## src/rtl/nmea_pkg.sv

```systemverilog
// Shared types and constants for the NMEA RMC sentence sequencer.
// States, character codes, default field indices and hex-digit decoding.
package nmea_pkg;

  typedef enum logic [1:0] {
    HUNT  = 2'd0,
    FIELD = 2'd1,
    CKSUM = 2'd2
  } state_e;

  localparam logic [7:0] CH_DOLLAR = 8'h24;
  localparam logic [7:0] CH_COMMA  = 8'h2C;
  localparam logic [7:0] CH_STAR   = 8'h2A;
  localparam logic [7:0] CH_A      = 8'h41;
  localparam logic [7:0] CH_R      = 8'h52;
  localparam logic [7:0] CH_M      = 8'h4D;
  localparam logic [7:0] CH_C      = 8'h43;
  localparam logic [7:0] CH_0      = 8'h30;
  localparam logic [7:0] CH_9      = 8'h39;

  localparam int DEF_MAX_FIELDS   = 13;
  localparam int DEF_TIME_FIELD   = 1;
  localparam int DEF_STATUS_FIELD = 2;
  localparam int DEF_DATE_FIELD   = 9;

  // Returns {valid, nibble}; accepts 0-9, A-F and a-f.
  function automatic logic [4:0] hex2nib(input logic [7:0] c);
    logic [4:0] r;
    r = 5'd0;
    if (c >= 8'h30 && c <= 8'h39)      r = {1'b1, c[3:0]};
    else if (c >= 8'h41 && c <= 8'h46) r = {1'b1, c[3:0] + 4'd9};
    else if (c >= 8'h61 && c <= 8'h66) r = {1'b1, c[3:0] + 4'd9};
    return r;
  endfunction

endpackage

```

## src/rtl/nmea_cksum.sv

```systemverilog
// NMEA checksum engine: running XOR of sentence bytes and the trailing
// two-character hex compare. Match/error flags are valid in the byte cycle.
module nmea_cksum
  import nmea_pkg::*;
(
  input  logic       clk_i,
  input  logic       rst_ni,
  input  logic [7:0] data_i,
  input  logic       vld_i,
  input  logic       acc_en_i,
  input  logic       chk_en_i,
  output logic       match_o,
  output logic       err_o
);

  logic [7:0] acc_q;
  logic [3:0] hi_q;
  logic       have_hi_q;
  logic [4:0] nib;

  always_comb begin
    nib     = hex2nib(data_i);
    match_o = 1'b0;
    err_o   = 1'b0;
    if (vld_i && chk_en_i) begin
      if (!nib[4])                          err_o   = 1'b1;
      else if (have_hi_q) begin
        if ({hi_q, nib[3:0]} == acc_q)      match_o = 1'b1;
        else                                err_o   = 1'b1;
      end
    end
  end

  always_ff @(posedge clk_i or negedge rst_ni) begin
    if (!rst_ni) begin
      acc_q     <= 8'd0;
      hi_q      <= 4'd0;
      have_hi_q <= 1'b0;
    end else if (vld_i) begin
      // A '$' anywhere starts a fresh sentence, including one that aborts another.
      if (data_i == CH_DOLLAR)                      acc_q <= 8'd0;
      else if (acc_en_i && data_i != CH_STAR)       acc_q <= acc_q ^ data_i;
      if (chk_en_i && nib[4] && !have_hi_q) begin
        hi_q      <= nib[3:0];
        have_hi_q <= 1'b1;
      end else begin
        have_hi_q <= 1'b0;
      end
    end
  end

endmodule

```

## src/rtl/nmea_rmc_ctrl.sv

```systemverilog
// RMC sentence sequencer: streams fields into text RAM rows, commits time/date.
// Define NMEA_CKSUM_EN to verify the trailing *hh checksum before committing.
module nmea_rmc_ctrl
  import nmea_pkg::*;
#(
  parameter int ADDR_W       = 10,
  parameter int ROW_SHIFT    = 5,
  parameter int MAX_FIELDS   = DEF_MAX_FIELDS,
  parameter int TIME_FIELD   = DEF_TIME_FIELD,
  parameter int STATUS_FIELD = DEF_STATUS_FIELD,
  parameter int DATE_FIELD   = DEF_DATE_FIELD
) (
  input  logic              PixelClk,
  input  logic              nRST,
  input  logic [7:0]        rx_data,
  input  logic              rx_valid,
  output logic [ADDR_W-1:0] ram_waddr,
  output logic [7:0]        ram_wdata,
  output logic              ram_we,
  output logic [23:0]       time_bcd,
  output logic [23:0]       date_bcd,
  output logic              time_valid,
  output logic              fix_active,
  output logic              busy,
  output logic              frame_done,
  output logic              cksum_err
);

  localparam int FW      = $clog2(MAX_FIELDS + 2);
  localparam int CW      = ROW_SHIFT + 1;
  localparam int ROW_LEN = 1 << ROW_SHIFT;

  state_e            state_q, state_d;
  logic [23:0]       hist_q, hist_d;
  logic [FW-1:0]     field_q, field_d;
  logic [CW-1:0]     col_q, col_d;
  logic [23:0]       tdig_q, tdig_d, ddig_q, ddig_d;
  logic              tbad_q, tbad_d, dbad_q, dbad_d;
  logic              tfull_q, tfull_d, dfull_q, dfull_d;
  logic              fixsh_q, fixsh_d;

  logic [ADDR_W-1:0] waddr_q, waddr_d;
  logic [7:0]        wdata_q, wdata_d;
  logic              we_q, we_d;
  logic [23:0]       time_q, time_d, date_q, date_d;
  logic              tvalid_q, tvalid_d, fix_q, fix_d;
  logic              busy_q, busy_d, done_q, done_d, cerr_q, cerr_d;

  logic              do_commit;
  logic              is_digit;
  logic [ADDR_W-1:0] wr_addr;

`ifdef NMEA_CKSUM_EN
  logic ck_match, ck_err;

  nmea_cksum u_cksum (
    .clk_i   (PixelClk),
    .rst_ni  (nRST),
    .data_i  (rx_data),
    .vld_i   (rx_valid),
    .acc_en_i(state_q != CKSUM),
    .chk_en_i(state_q == CKSUM),
    .match_o (ck_match),
    .err_o   (ck_err)
  );
`endif

  assign is_digit = (rx_data >= CH_0) && (rx_data <= CH_9);
  assign wr_addr  = (ADDR_W'(field_q - FW'(1)) << ROW_SHIFT) | ADDR_W'(col_q[ROW_SHIFT-1:0]);

  always_comb begin
    state_d   = state_q;
    hist_d    = hist_q;
    field_d   = field_q;
    col_d     = col_q;
    tdig_d    = tdig_q;
    ddig_d    = ddig_q;
    tbad_d    = tbad_q;
    dbad_d    = dbad_q;
    tfull_d   = tfull_q;
    dfull_d   = dfull_q;
    fixsh_d   = fixsh_q;
    waddr_d   = waddr_q;
    wdata_d   = wdata_q;
    we_d      = 1'b0;
    time_d    = time_q;
    date_d    = date_q;
    tvalid_d  = tvalid_q;
    fix_d     = fix_q;
    done_d    = 1'b0;
    cerr_d    = 1'b0;
    do_commit = 1'b0;

    if (rx_valid) begin
      hist_d = {hist_q[15:0], rx_data};
      case (state_q)
        HUNT: begin
          if (rx_data == CH_COMMA && hist_q == {CH_R, CH_M, CH_C}) begin
            state_d = FIELD;
            field_d = FW'(1);
            col_d   = '0;
            tdig_d  = '0;
            ddig_d  = '0;
            tbad_d  = 1'b0;
            dbad_d  = 1'b0;
            tfull_d = 1'b0;
            dfull_d = 1'b0;
            fixsh_d = 1'b0;
          end
        end
        FIELD: begin
          if (rx_data == CH_STAR) begin
`ifdef NMEA_CKSUM_EN
            state_d   = CKSUM;
`else
            state_d   = HUNT;
            do_commit = 1'b1;
`endif
          end else if (rx_data == CH_DOLLAR) begin
            state_d = HUNT;
          end else if (rx_data == CH_COMMA) begin
            if (field_q <= FW'(MAX_FIELDS)) field_d = field_q + FW'(1);
            col_d = '0;
          end else if (field_q <= FW'(MAX_FIELDS) && col_q < CW'(ROW_LEN)) begin
            we_d    = 1'b1;
            waddr_d = wr_addr;
            wdata_d = rx_data;
            col_d   = col_q + CW'(1);
            // Digit slots 0..5 map to BCD nibbles, slot 0 in the top nibble.
            for (int k = 0; k < 6; k++) begin
              if (col_q == CW'(k)) begin
                if (field_q == FW'(TIME_FIELD)) begin
                  tdig_d[(5-k)*4 +: 4] = rx_data[3:0];
                  if (!is_digit) tbad_d = 1'b1;
                  if (k == 5) tfull_d = 1'b1;
                end
                if (field_q == FW'(DATE_FIELD)) begin
                  ddig_d[(5-k)*4 +: 4] = rx_data[3:0];
                  if (!is_digit) dbad_d = 1'b1;
                  if (k == 5) dfull_d = 1'b1;
                end
              end
            end
            if (field_q == FW'(STATUS_FIELD) && col_q == '0 && rx_data == CH_A)
              fixsh_d = 1'b1;
          end
        end
        CKSUM: begin
`ifdef NMEA_CKSUM_EN
          if (ck_err) begin
            cerr_d  = 1'b1;
            state_d = HUNT;
          end else if (ck_match) begin
            do_commit = 1'b1;
            state_d   = HUNT;
          end
`else
          state_d = HUNT;
`endif
        end
        default: state_d = HUNT;
      endcase
    end

    if (do_commit) begin
      done_d = 1'b1;
      fix_d  = fixsh_q;
      if (tfull_q && !tbad_q) begin
        time_d   = tdig_q;
        tvalid_d = 1'b1;
      end
      if (dfull_q && !dbad_q) date_d = ddig_q;
    end

    busy_d = (state_d != HUNT);
  end

  always_ff @(posedge PixelClk or negedge nRST) begin
    if (!nRST) begin
      state_q  <= HUNT;
      hist_q   <= '0;
      field_q  <= '0;
      col_q    <= '0;
      tdig_q   <= '0;
      ddig_q   <= '0;
      tbad_q   <= 1'b0;
      dbad_q   <= 1'b0;
      tfull_q  <= 1'b0;
      dfull_q  <= 1'b0;
      fixsh_q  <= 1'b0;
      waddr_q  <= '0;
      wdata_q  <= '0;
      we_q     <= 1'b0;
      time_q   <= '0;
      date_q   <= '0;
      tvalid_q <= 1'b0;
      fix_q    <= 1'b0;
      busy_q   <= 1'b0;
      done_q   <= 1'b0;
      cerr_q   <= 1'b0;
    end else begin
      state_q  <= state_d;
      hist_q   <= hist_d;
      field_q  <= field_d;
      col_q    <= col_d;
      tdig_q   <= tdig_d;
      ddig_q   <= ddig_d;
      tbad_q   <= tbad_d;
      dbad_q   <= dbad_d;
      tfull_q  <= tfull_d;
      dfull_q  <= dfull_d;
      fixsh_q  <= fixsh_d;
      waddr_q  <= waddr_d;
      wdata_q  <= wdata_d;
      we_q     <= we_d;
      time_q   <= time_d;
      date_q   <= date_d;
      tvalid_q <= tvalid_d;
      fix_q    <= fix_d;
      busy_q   <= busy_d;
      done_q   <= done_d;
      cerr_q   <= cerr_d;
    end
  end

  assign ram_waddr  = waddr_q;
  assign ram_wdata  = wdata_q;
  assign ram_we     = we_q;
  assign time_bcd   = time_q;
  assign date_bcd   = date_q;
  assign time_valid = tvalid_q;
  assign fix_active = fix_q;
  assign busy       = busy_q;
  assign frame_done = done_q;
  assign cksum_err  = cerr_q;

endmodule

```

## config.mk

```make
export PLATFORM = sky130hd
export DESIGN_NAME = nmea_rmc_ctrl
export DESIGN_NICKNAME = d
export VERILOG_FILES = /design/src/rtl/nmea_pkg.sv /design/src/rtl/nmea_cksum.sv /design/src/rtl/nmea_rmc_ctrl.sv
export SDC_FILE = /design/constraint.sdc
export NUM_CORES = 1
export LEC_CHECK = 0
export CAP_MARGIN = 25
export CORE_MARGIN = 3
export CORE_UTILIZATION = 55
export DETAILED_ROUTE_END_ITERATION = 8
export GPL_ROUTABILITY_DRIVEN = 0
export GPL_TIMING_DRIVEN = 0
export PLACE_DENSITY = 0.8
export SYNTH_ARGS = -nofsm -noshare
export SYNTH_HDL_FRONTEND = slang
export SYNTH_SLANG_ARGS = --single-unit
```

## constraint.sdc

```tcl
create_clock -name PixelClk -period 2.7 [get_ports PixelClk]
set_clock_uncertainty 0.15 [all_clocks]
set_input_delay 0.405 -clock PixelClk [delete_from_list [all_inputs] [get_ports PixelClk]]
set_output_delay 0.405 -clock PixelClk [all_outputs]
set_load 0.05 [all_outputs]
```

==> run metrics <==
syn nets=slightly below 600; first-pass GRT wire length=26950 um; worst path cell trace=nor2b_1 -> buf_4 -> nand2_2 -> or4_4 -> nor3b_4 -> buf_4 -> buf_4 -> mux2_2; WHS Endpoint=state_q[1]; Core Area=0.01176 mm2; synthesized area=0.006789 mm2; DRT Wirelength=17250 um; per-cell routed wire length=between 15 and 20 um; Crit path arrival time=~2.9 ns; failing checks=setup timing; DRT antenna net count=0; I/O pin count=83; Final Hold Vio Count=0; CP max stage delay=0.50 ns; Vias=5257; top post-synthesis cells by area=dfrtp_1 (59%), mux2_2 (11%), o21ai_0 (6.3%); CTS buffer count=17; maximum clock rate=0.3702 GHz; maxcap violations=0; FFs w/ async S/R, synth=1.000; Global Route Usage Sum=0.2597; top-area cell type share of the netlist area=0.5898; Cells after Synth=slightly below 600; Pre-antenna DRT Iters=7; startpoint types=register; initial antenna violation count=0; synth unique cells=47; Final Slew Violations=0; drc violations=0; HP Start=rx_valid; Clk pin slew, worst setup/hold paths=0.06 ns; Starting Density=0.5773; Worst Reg-to-Reg Cells=8; Final WS setup=-0.001232 ns; critical path's slowest cell=or4_4; pin slew with the least headroom to its limit=0.9364 ns; Yosys warnings=0; # rows=39; Starting DRT DRC Count=slightly below 600; r2r setup slk=-0.001 ns; reg2reg start=state_q[1]; Leak Pwr=0.003964 uW; sequential-to-total area share from yosys stat=0.5898; cell family with most CP delay=simple AND/OR/NAND/NOR gates; CTS root buffer=clkbuf_16; DP Worst Slack=-0.9254 ns; Yosys top cell by area=dfrtp_1; CP Class=register to register; Yosys reg bits=160; hold depth=2; CTS tree=yes; Die Area=0.01371 mm2; crit share post-route=1.000; Vias/cell=6.043; dominant synthesized flop cell=dfrtp_1; final setup fails=1; Avg Inst Size Synth=11.77 um2; number of buffers on the longest clock path=2; critical path's most frequent cell=buf_4; I/O Buffers=80; EDFF count, synth=0; min Tclk post-route=2.701 ns; hold crit path type=input port to register; status=finished, violations left; CP Buf/Inv Count=3; Clock Sinks=160; die height=117.1 um; # nets final=around 710; H-tree depth=4; largest net degree at the start of global routing=between 100 and 150; Area Overhead vs Synth=29.03%; unrepaired setup endpoints after global routing=yes; RR Endpoint=time_bcd[2]; Worst IR Drop VDD=between 0.0004 and 0.0005 V; critical path endpoint category=register; layout cells sized above 1=0.2280; PwrDens=835.0 mW/mm2; # diodes=0; setup_tns=-0.001232 ns; GR Overflow Total=0; CP required=2.86 ns; die width=117.1 um; clk_lat worst skew=0.43 ns; Slew HR=0.3757; Core Util, Final=0.7449; DP Wirelength=~11000 um; vias in the first global route=5134; CP max FO=6
[logic make-up (layout without fill, tap and decap cells)]
group	Yosys count	in the layout	synth area share
xor+xnor	2	2	0.002581
simple gates	156	156	0.1237
other cells	1	1	0.0005524
mux	81	81	0.1340
compound gates	125	125	0.1054
buf+inv	44	173	0.02930
flops	160	160	0.5898
fa+ha+maj	8	8	0.01474
[layout by cell type, fill, tap and decap left out, drive strengths merged, types with 3 or more instances in the layout]
cell type      instances
mux2                  79
nand2                 51
clkinv                 3
clkdlybuf4s50         74
bufinv                 5
dfrtp                160
nor2                  17
nor3                   9
nand3                 30
and2                   4
or2                    4
nand4                 12
and3b                  3
o31ai                 14
ha                     8
a31oi                  6
buf                   28
nor2b                  5
clkbuf                44
nor3b                  6
dlymetal6s2s           3
nor4bb                 4
a21oi                  5
o21ai                 87
inv                   11
nor4                   3
[power by group]
group          switching, uW  total (uW)  internal, uW
registers                239        2990          2750
logic                   1080        1650           578
clock network            940        2670          1730
total                   2260        7310          5060
[timing repair]
action | 4_1_cts | 5_1_grt
buffers inserted | 8 | 7
setup endpoints to repair | 117 | 123
endpoints found under the hold margin | 97 | 0
resized for setup | 23 | 32
hold buffers | 1 | 0
pin swaps | 4 | 4
gates cloned | 1 | 0
[through the flow]
| stage | hold slack [ns] | instances | area (um2) | total power [uW] |
|---|---|---|---|---|
| after floorplan | -0.04059 | 577 | 6789 | 3987 |
| after global placement | 0.3016 | 821 | 7795 | 4485 |
| after detailed placement | 0.3064 | 822 | 7824 | 4553 |
| after CTS | 0.2055 | 864 | 8636 | 7250 |
| after global routing | 0.2327 | 870 | 8760 | 7600 |
| final | 0.2272 | 870 | 8760 | 7314 |
[cell usage after synthesis, drive strengths merged, types with 8 or more instances]
cell type and instances:
clkbuf 26, dfrtp 160, ha 8, inv 11, mux2 79, nand2 51, nand3 30, nand4 12
nor2 17, nor3 9, o21ai 87, o31ai 14
[how the worst max path moves through the flow]
| stage | from | endpoint | slack, ns | cells after the start |
|---|---|---|---|---|
| finish | state_q[1] | time_bcd[2] | -0.001 | 8 |
| global route | field_q[1] | ram_waddr[3] | -0.04 | 9 |
| CTS | field_q[0] | col_q[2] | 0.002 | 8 |
| detailed placement | rx_data[5] | time_bcd[10] | -0.93 | 8 |
| global placement | nRST | hist_q[15] | -4.95 | 1 |
| floorplan | rx_data[6] | time_bcd[14] | 0.08 | 7 |
[worst register-to-register path: cells and delay by family (launching register included)]
kind          cells  cell delay [ns]
simple gates      4             1.09
flops             1             0.45
buf+inv           3             0.53
mux               1             0.35
[flip-flops by register name (all words and copies together) (netlist names)]
| register | flops |
|---|---|
| tdig_q | 24 |
| busy | 1 |
| tbad_q | 1 |
| fix_active | 1 |
| tfull_q | 1 |
| hist_q | 24 |
| frame_done | 1 |
| date_bcd | 24 |
| dbad_q | 1 |
| field_q | 4 |
| ram_we | 1 |
| ram_waddr | 10 |
| time_valid | 1 |
| time_bcd | 24 |
| col_q | 6 |
| state_q | 2 |
| ram_wdata | 8 |
| dfull_q | 1 |
| ddig_q | 24 |
| fixsh_q | 1 |
[layer usage]
metal / vias up / share of wire / wire length, um / GRT usage
li1: 2304 / - / - / -
met1: 2646 / 0.40 / 6849 / 0.3305
met2: 259 / 0.51 / 8866 / 0.4418
met3: 48 / 0.063 / 1085 / 0.04781
met4: 0 / 0.026 / 444 / 0.1047
met5: - / 0 / 0 / 0
[final cells by class]
| class | count | area [um2] |
|---|---|---|
| well taps | 164 | 205.2 |
| clock buffers | 22 | 484.2 |
| flip-flops and latches | 160 | 4008 |
| clock inverters | 10 | 180.2 |
| plain buffers | 32 | 181.4 |
| multi-input cells | 373 | 2685 |
| inverters | 11 | 41.29 |
| fillers | 769 | 3000 |
| repair buffers | 98 | 974.7 |
Power figures use the tool's default switching activity.
